### src/rtl/triangle_smoother_mc.sv
// Multi-channel triangle/boxcar/bypass smoother for time-multiplexed ADC samples.
// Stage 1 updates the channel history; stage 2 filters the captured channel and registers the result.
module triangle_smoother_mc_lane #(
  parameter int ADC_BITS = 12,
  parameter int N        = 3,
  parameter int FW       = 2
) (
  input  logic                             clk,
  input  logic                             reset,
  input  logic                             push,
  input  logic                             clr,
  input  logic [ADC_BITS-1:0]              sample,
  output logic [N-1:0][ADC_BITS-1:0]       hist,
  output logic [FW-1:0]                    fill
);
  // hist[0] is the newest tap; a same-edge clear keeps only the incoming sample
  always_ff @(posedge clk or negedge reset) begin
    if (!reset) begin
      hist <= '0;
      fill <= '0;
    end else if (push) begin
      if (clr) begin
        hist <= {{((N-1)*ADC_BITS){1'b0}}, sample};
        fill <= FW'(1);
      end else begin
        hist <= {hist[N-2:0], sample};
        fill <= (fill == FW'(N)) ? fill : fill + 1'b1;
      end
    end else if (clr) begin
      hist <= '0;
      fill <= '0;
    end
  end
endmodule

module triangle_smoother_mc #(
  parameter int ADC_BITS  = 12,
  parameter int HALF_LOG2 = 1,
  parameter int NUM_CH    = 4,
  localparam int CH_W     = (NUM_CH > 1) ? $clog2(NUM_CH) : 1
) (
  input  logic                clk,
  input  logic                reset,
  input  logic [ADC_BITS-1:0] ADC_reading,
  input  logic [CH_W-1:0]     ADC_ch,
  input  logic                ADC_en,
  input  logic [1:0]          mode,
  input  logic                clr_en,
  input  logic [CH_W-1:0]     clr_ch,
  output logic [ADC_BITS-1:0] smooth_out,
  output logic [CH_W-1:0]     out_ch,
  output logic                new_out,
  output logic                primed,
  output logic                drop_err
);
  localparam int K1    = 1 << HALF_LOG2;
  localparam int N     = 2 * K1 - 1;
  localparam int FW    = $clog2(N + 1);
  localparam int ACC_W = ADC_BITS + 2 * HALF_LOG2 + 1;
  localparam int BOX_W = ADC_BITS + HALF_LOG2 + 1;

  logic [NUM_CH-1:0][N-1:0][ADC_BITS-1:0] hist;
  logic [NUM_CH-1:0][FW-1:0]              fill;
  logic                                   adc_ok;

  assign adc_ok = {1'b0, ADC_ch} < (CH_W+1)'(NUM_CH);

  for (genvar c = 0; c < NUM_CH; c++) begin : g_ch
    triangle_smoother_mc_lane #(.ADC_BITS(ADC_BITS), .N(N), .FW(FW)) u_lane (
      .clk    (clk),
      .reset  (reset),
      .push   (ADC_en && (ADC_ch == CH_W'(c))),
      .clr    (clr_en && (clr_ch == CH_W'(c))),
      .sample (ADC_reading),
      .hist   (hist[c]),
      .fill   (fill[c])
    );
  end

  logic            s1_vld, s1_drop;
  logic [CH_W-1:0] s1_ch;
  logic [1:0]      s1_mode;

  always_ff @(posedge clk or negedge reset) begin
    if (!reset) begin
      s1_vld  <= 1'b0;
      s1_drop <= 1'b0;
      s1_ch   <= '0;
      s1_mode <= '0;
    end else begin
      s1_vld  <= ADC_en && adc_ok;
      s1_drop <= ADC_en && !adc_ok;
      s1_ch   <= ADC_ch;
      s1_mode <= mode;
    end
  end

  // Between E0 and E1 the lanes already hold the post-update history and fill
  logic [N-1:0][ADC_BITS-1:0] hsel;
  logic [FW-1:0]              fsel;
  logic [ACC_W-1:0]           tri_acc;
  logic [BOX_W-1:0]           box_acc;
  logic [ADC_BITS-1:0]        res;
  logic                       prm;
  logic                       unused_bits;

  assign hsel = hist[s1_ch];
  assign fsel = fill[s1_ch];

  function automatic int tri_w(input int i);
    int k;
    k = K1 - 1;
    return K1 - ((i > k) ? i - k : k - i);
  endfunction

  always_comb begin
    tri_acc = ACC_W'(K1 * K1 / 2);
    box_acc = BOX_W'(K1 / 2);
    for (int i = 0; i < N; i++)
      tri_acc = tri_acc + ACC_W'(hsel[i]) * ACC_W'(tri_w(i));
    for (int i = 0; i < K1; i++)
      box_acc = box_acc + BOX_W'(hsel[i]);
    case (s1_mode)
      2'b00: begin
        res = hsel[0];
        prm = fsel >= FW'(1);
      end
      2'b10: begin
        res = box_acc[HALF_LOG2 +: ADC_BITS];
        prm = fsel >= FW'(K1);
      end
      default: begin
        res = tri_acc[2*HALF_LOG2 +: ADC_BITS];
        prm = fsel >= FW'(N);
      end
    endcase
  end

  // Rounded sums fit below the top accumulator bit, so truncation is exact
  assign unused_bits = ^{tri_acc[ACC_W-1], tri_acc[2*HALF_LOG2-1:0],
                         box_acc[BOX_W-1], box_acc[HALF_LOG2-1:0]};

  always_ff @(posedge clk or negedge reset) begin
    if (!reset) begin
      smooth_out <= '0;
      out_ch     <= '0;
      new_out    <= 1'b0;
      primed     <= 1'b0;
      drop_err   <= 1'b0;
    end else begin
      new_out  <= s1_vld;
      drop_err <= s1_drop;
      if (s1_vld) begin
        smooth_out <= res;
        out_ch     <= s1_ch;
        primed     <= prm;
      end
    end
  end
endmodule

### config.mk
export PLATFORM = sky130hd
export DESIGN_NAME = triangle_smoother_mc
export DESIGN_NICKNAME = d
export VERILOG_FILES = /design/src/rtl/triangle_smoother_mc.sv
export SDC_FILE = /design/constraint.sdc
export NUM_CORES = 1
export LEC_CHECK = 0
export BUFFER_PORTS_ARGS = -buffer_cell sky130_fd_sc_hd__buf_2
export CORE_MARGIN = 2
export CORE_UTILIZATION = 55
export CTS_CLUSTER_SIZE = 14
export DETAILED_ROUTE_END_ITERATION = 12
export HOLD_SLACK_MARGIN = 0.1
export PLACE_DENSITY = 0.72
export SLEW_MARGIN = 25
export SYNTH_ARGS = -nofsm -noshare
export SYNTH_HDL_FRONTEND = slang
export SYNTH_HIERARCHICAL = 1
export SYNTH_SLANG_ARGS = --single-unit
### constraint.sdc
create_clock -name clk -period 5.2 [get_ports clk]
set_input_delay 0.52 -clock clk [delete_from_list [all_inputs] [get_ports clk]]
set_output_delay 0.52 -clock clk [all_outputs]
set_load 0.005 [all_outputs]
# --- After elaboration in Yosys (flattened, before gate mapping) ---
# Index checks and enable logic that the tools add are counted.
totals:
  register_bits: 173
  word_cells: 104
  output_inout_bits: 17
  input_bits: 22
op_classes:
  add_sub_neg: 9
  n_reduce_logical: 19
  n_eq_ne: 15
  n_lt_le_gt_ge: 4
  muxes: 34
ops:
  columns: ["op", "count"]
  rows:
  - ["$mux 36", 13]
  - ["$bmux 36 s2", 1]
  - ["$mux 2", 17]
  - ["$pmux 12 s2", 1]
  - ["$eq 2x2->1 const B", 9]
  - ["$add 13x13->14", 1]
  - ["$add 14x12->14", 1]
  - ["$add 1x12->13 const A", 1]
  - ["$add 13x12->13", 1]
  - ["$add 2x12->13 const A", 1]
  - ["$add 2x1->2 const B", 4]
  - ["$logic_and 1x1->1", 8]
  - ["$ne 2x1->1 const B", 4]
  - ["$reduce_and 2->1", 4]
  - ["$reduce_bool 2->1", 4]
  - ["$logic_not 2->1", 3]
  - ["$bmux 2 s2", 1]
  - ["$eq 2x1->1 const B", 2]
  - ["$ge 2x2->1 const B", 2]
  - ["$lt 2x3->1 const B", 1]
  - ["$ge 2x1->1 const B", 1]
  - ["$pmux 1 s2", 1]

# --- Longest topological paths before layout ---
logic_depth:
  ltp_word: 6
  mapped_depth: 13
  mapped_depth_nobuf: 12

# --- By module ---
# Netlist, hierarchy kept.
by_module_without_submodules:
  columns: ["module", "area_per_inst_um2", "seq_area_each_um2", "cells_each", "n_inst"]
  rows:
  - ["triangle_smoother_mc_lane", 1505.2, 950.9, 115, 4]
  - ["triangle_smoother_mc", 3269.4, 525.5, 317, 1]

# --- Least setup slack after synthesis ---
# OpenSTA, ideal clock, no wires.
synth_timing:
  path_kind: "register -> register"
  from: "register s1_ch[0]"
  to: "register smooth_out[8]"
  period_less_slack_ps: 4243
  arrival_time_ps: 4117
  setup_slack_ps: 957
  required_ps: 5074
  n_path_buf: 3
  path_stages_with_launch: 13
  setup_ps: 126
  cell_sequence: "dfrtp_1 > buf_6 > buf_1 > buf_2 > mux4_2 > fa_1 > ha_1 > or4_1 > a21o_1 > a21oi_1 > o311ai_1 > and4b_1 > o32a_1"
synth_via:
  elab_chain_cells: 6
  elab_cells_between_ends: 8
  cone_classes: "add/sub (5); mux (3)"
synth_rtl:
  columns: ["item", "line", "rtl"]
  rows:
  - ["from (decl)", "81", "logic [CH_W-1:0] s1_ch;"]
  - ["from (signal assigned)", "93", "s1_ch <= ADC_ch;"]
  - ["$bmux 36 s2 *", "107", "assign hsel = hist[s1_ch];"]
  - ["$mux 36 (implied by the code) *", "107", null]
  - ["$add 2x12->13", "120", "tri_acc = tri_acc + ACC_W'(hsel[i]) * ACC_W'(tri_w(i));"]
  - ["$add 13x13->14", "120", null]
  - ["$add 14x12->14", "120", null]
  - ["$pmux 12 s2 *", "123", "case (s1_mode)"]
  - ["to (signal assigned)", "154", "smooth_out <= res;"]
  - ["to (decl)", "50", "output logic [ADC_BITS-1:0] smooth_out,"]
# Every way passes the cells marked *; elsewhere a longest branch is shown, timed or not. The select of a mux whose other input is x is not followed.
# A chain may end at the register's enable or synchronous reset.

# --- Worst setup path in the final report ---
# Ends and elaborated chain as after synthesis.

==> summary.txt <==
Run status
  – Status: finished, final reports clean

Setup path
  – Slowest cell delay on critical path: between 800 and 900 ps
  – CP Class: flip-flop to flip-flop
  – Flop2flop setup slack: 1010 ps
  – Startpoint types: flip-flop
  – Slowest cell on crit path: dfrtp_2
  – Arrival time worst endpoint: about 4500 ps
  – RR Endpoint: smooth_out[8]$_DFFE_PN0P_
  – CP Max Fanout: 22
  – Cell family with most CP delay: compound AO/OA/AOI/OAI gates
  – Critical-path cell list: mux4_1, fa_1, ha_1, or4_1, a21o_1, a21oi_1, o311ai_1, and4b_1, o32a_1
  – Worst Path Required: 5510 ps
  – R2r startpoint: s1_ch[0]$_DFF_PN0_
  – Worst Reg-to-Reg Cells: 9
  – Crit path buffers/inverters: 0
  – Critical Path End Type: flip-flop

Clocking
  – Post-CTS Setup Bufs: 0
  – CTS H-tree lvls: 4
  – Worst-path clk slew: ~60 ps
  – Post-CTS Resized: 0
  – Skew-Pair Late Insertion Delay: about 430 ps
  – Num CTS Buffers: 17
  – Bufs on Longest Clock Path: 2
  – Root buffer cell: clkbuf_16
  – Clock Sinks: ~170
  – CTS Hold Bufs: 0
  – CTS tree: built

Pwr
  – Net Sw Frac: about 30%
  – Internal power: between 0.002 and 0.003 W
  – Lkg Pwr: 4.76 nW
  – P_sw: about 0.0011 W
  – Sequential power share: between 40% and 50%
  – Design Power: around 0.0038 W
  – Pwr Density: about 370 nW/um^2
  – Combinational Power Share: around 22%
  – Max IR drop VDD: around 0.27 mV
  – Clock power share: about 34%

Global route
  – Grt total ovfl: 0
  – First-pass GRT wire length: 37500 um
  – Largest net degree at the start of global routing: 93
  – Number of global-route vias before repair: approximately 6800
  – Total Routing Usage GR: between 20 and 30%
  – Initial antenna violation count: 0

Cells and area
  – Fin nets: just under 900
  – Most frequent cells in the layout: dfrtp_1, nor2_1, mux2i_1
  – Area growth, synth to finish: 10.0%
  – Fillers: 1287
  – # diodes: 0
  – Share of cells above drive strength 1: around 16%
  – Most common cell after layout, fill and taps aside: dfrtp_1

STA
  – Final setup vio count: 0
  – Worst Max-Slew Pin Slew: 950 ps
  – Final Hold Fails: 0
  – Slew HR: ~37%
  – Fin crit share: between 80% and 90%
  – Setup TNS: 0 ps
  – Min Clock Period, post-route: about 4200 ps
  – RSZ-0062 raised after global routing: false
  – Clock tree skew after final layout: 5.77 ps
  – Fmax: 238 MHz
  – Count of pins over their slew limit: 0

Synthesis
  – Syn Nets: 839
  – Post-Synth XOR/XNOR Area: around 1.3%
  – Sequential element share of the synthesized area: between 40% and 50%
  – Ys async rst share: 100%
  – Syn avg cell area: between 10 and 15 um^2
  – Synth cell types: 60
  – Post-synthesis simple-gate area fraction: under 10%
  – Top-area cell type share of the netlist area: a little under half
  – Synth Flop Type: dfrtp_1
  – Post-synth EDFFs: 0
  – Compound-cell area share of the yosys netlist: 11.1%
  – Post-synthesis register bit count: approximately 170
  – Synth area leaders: dfrtp_1, mux2i_1, mux4_2, nor2_1, a22o_1
  – Area share of fa/ha/maj cells after synthesis: under 10%
  – Multiplexer share of the synthesized area: between 20% and 30%
  – Post-Syn Area: between 9000 and 10000 um^2
  – Syn. warnings: 6
  – Synth area leader: dfrtp_1
  – Largest family of logic cells by synthesized area: multiplexers
  – Mapped Cells: 777

Floorplanning
  – I/O pin count: 39
  – Die area: around 18000 um^2
  – Die height: about 130 um
  – Initial Util: 56.2%
  – Cell Rows: 47
  – Core box area: 16500 um^2
  – Die width: roughly 130 um

Worst hold path
  – Worst Hold Class: primary input to asynchronous set/reset pin

Place
  – GP Congestion: 0.960
  – I/O Buffers: 37
  – Post-DP HPWL: around 15000 um

Route
  – First-pass iteration count of the detailed router: 7
  – Vias: about 6600
  – Post-route ant nets: 0
  – DRC errors left: 0
  – Vias per inst: 6.36
  – Post-DR wirelength/cell: around 22 um
  – Initial drt markers: between 400 and 500
  – Routed WL: approximately 23000 um

Flow run
  – MaxCap Viol Count: 0
-- layer usage --
| metal | GRT usage, % | vias up | part of all wire, % | wire length, um |
|---|---|---|---|---|
| li1 | - | 2907 | - | - |
| met1 | 38.0 | 3387 | 43 | 9840 |
| met2 | 43.3 | 284 | 48 | 11100 |
| met3 | 6.54 | 30 | 7.7 | 1780 |
| met4 | 8.22 | 0 | 1.6 | 359 |
| met5 | 0 | - | 0 | 0 |
-- how the worst max path moves through the flow --
stage / start / endpoint / cells past startpoint
after floorplan: s1_ch[0]$_DFF_PN0_ / smooth_out[8]$_DFFE_PN0P_ / 12
after global placement: s1_ch[0]$_DFF_PN0_ / smooth_out[8]$_DFFE_PN0P_ / 9
after detailed placement: s1_ch[0]$_DFF_PN0_ / smooth_out[8]$_DFFE_PN0P_ / 9
after CTS: s1_ch[0]$_DFF_PN0_ / smooth_out[8]$_DFFE_PN0P_ / 9
after global routing: s1_ch[0]$_DFF_PN0_ / smooth_out[8]$_DFFE_PN0P_ / 9
final: s1_ch[0]$_DFF_PN0_ / smooth_out[8]$_DFFE_PN0P_ / 9
-- layout make-up --
class / count / area [um^2] / area share (%)
Inverter: 14 / 52.6 / 0.514
Clock buffer: 23 / 488 / 4.77
Clock inverter: 9 / 108 / 1.05
Tap cell: 220 / 275 / 2.69
Sequential cell: 173 / 4330 / 42.4
Multi-Input combinational cell: 543 / 4630 / 45.3
Timing Repair Buffer: 57 / 342 / 3.34
-- power by group through the flow --
stage,Combinational (W),Clock (W),Sequential (W)
2_1_floorplan,0.000597,0,0.00162
3_3_place_gp,0.000784,0,0.00167
3_5_place_dp,0.000813,0,0.00168
4_1_cts,0.000820,0.00130,0.00165
5_1_grt,0.000916,0.00135,0.00168
6_report,0.000824,0.00129,0.00166
-- worst register-to-register path, stage by stage (launching register included) --
cell and delay (ps):
dfrtp_2 840, mux4_1 760, fa_1 510, ha_1 250, or4_1 530, a21o_1 210, a21oi_1 240, o311ai_1 210
and4b_1 250, o32a_1 280
-- flip-flops by register name, summed over array words and instances (netlist names) --
| signal | count |
|---|---|
| new_out | 1 |
| smooth_out | 12 |
| g_ch.u_lane/hist | 144 |
| out_ch | 2 |
| g_ch.u_lane/fill | 8 |
| s1_vld | 1 |
| s1_ch | 2 |
| primed | 1 |
| s1_mode | 2 |
-- cells by family after synthesis --
| family | count (synthesis) |
|---|---|
| buf+inv | 61 |
| other cells | 1 |
| fa+ha+maj | 40 |
| mux | 143 |
| xor+xnor | 14 |
| compound gates | 143 |
| flops | 173 |
| simple gates | 202 |
-- per-stage QoR --
| stage | cell area (um^2) | utilization [%] | hold slack [ps] | instances | setup slack [ps] |
|---|---|---|---|---|---|
| 2_1_floorplan | 9290 | - | 224 | 777 | 957 |
| 3_3_place_gp | 9630 | 58.2 | 477 | 1007 | 1140 |
| 3_5_place_dp | 9630 | 58.2 | 492 | 1007 | 1020 |
| 4_1_cts | 10200 | 61.9 | 188 | 1039 | 1020 |
| 5_1_grt | 10200 | 61.9 | 186 | 1039 | 738 |
| 6_report | 10200 | 61.9 | 134 | 1039 | 1010 |
-- cell usage after synthesis (all sizes together) (5+ instances only) --
master / count
buf: 30
nor2b: 9
nand2b: 9
a21oi: 30
a22o: 48
mux4: 38
a21o: 5
xnor2: 9
mux2i: 102
nand3: 5
dfrtp: 173
ha: 29
nor2: 132
inv: 14
a31oi: 5
nand2: 19
o21ai: 20
nor3b: 9
clkbuf: 17
xor2: 5
fa: 11
Power figures use the tool's default switching activity.
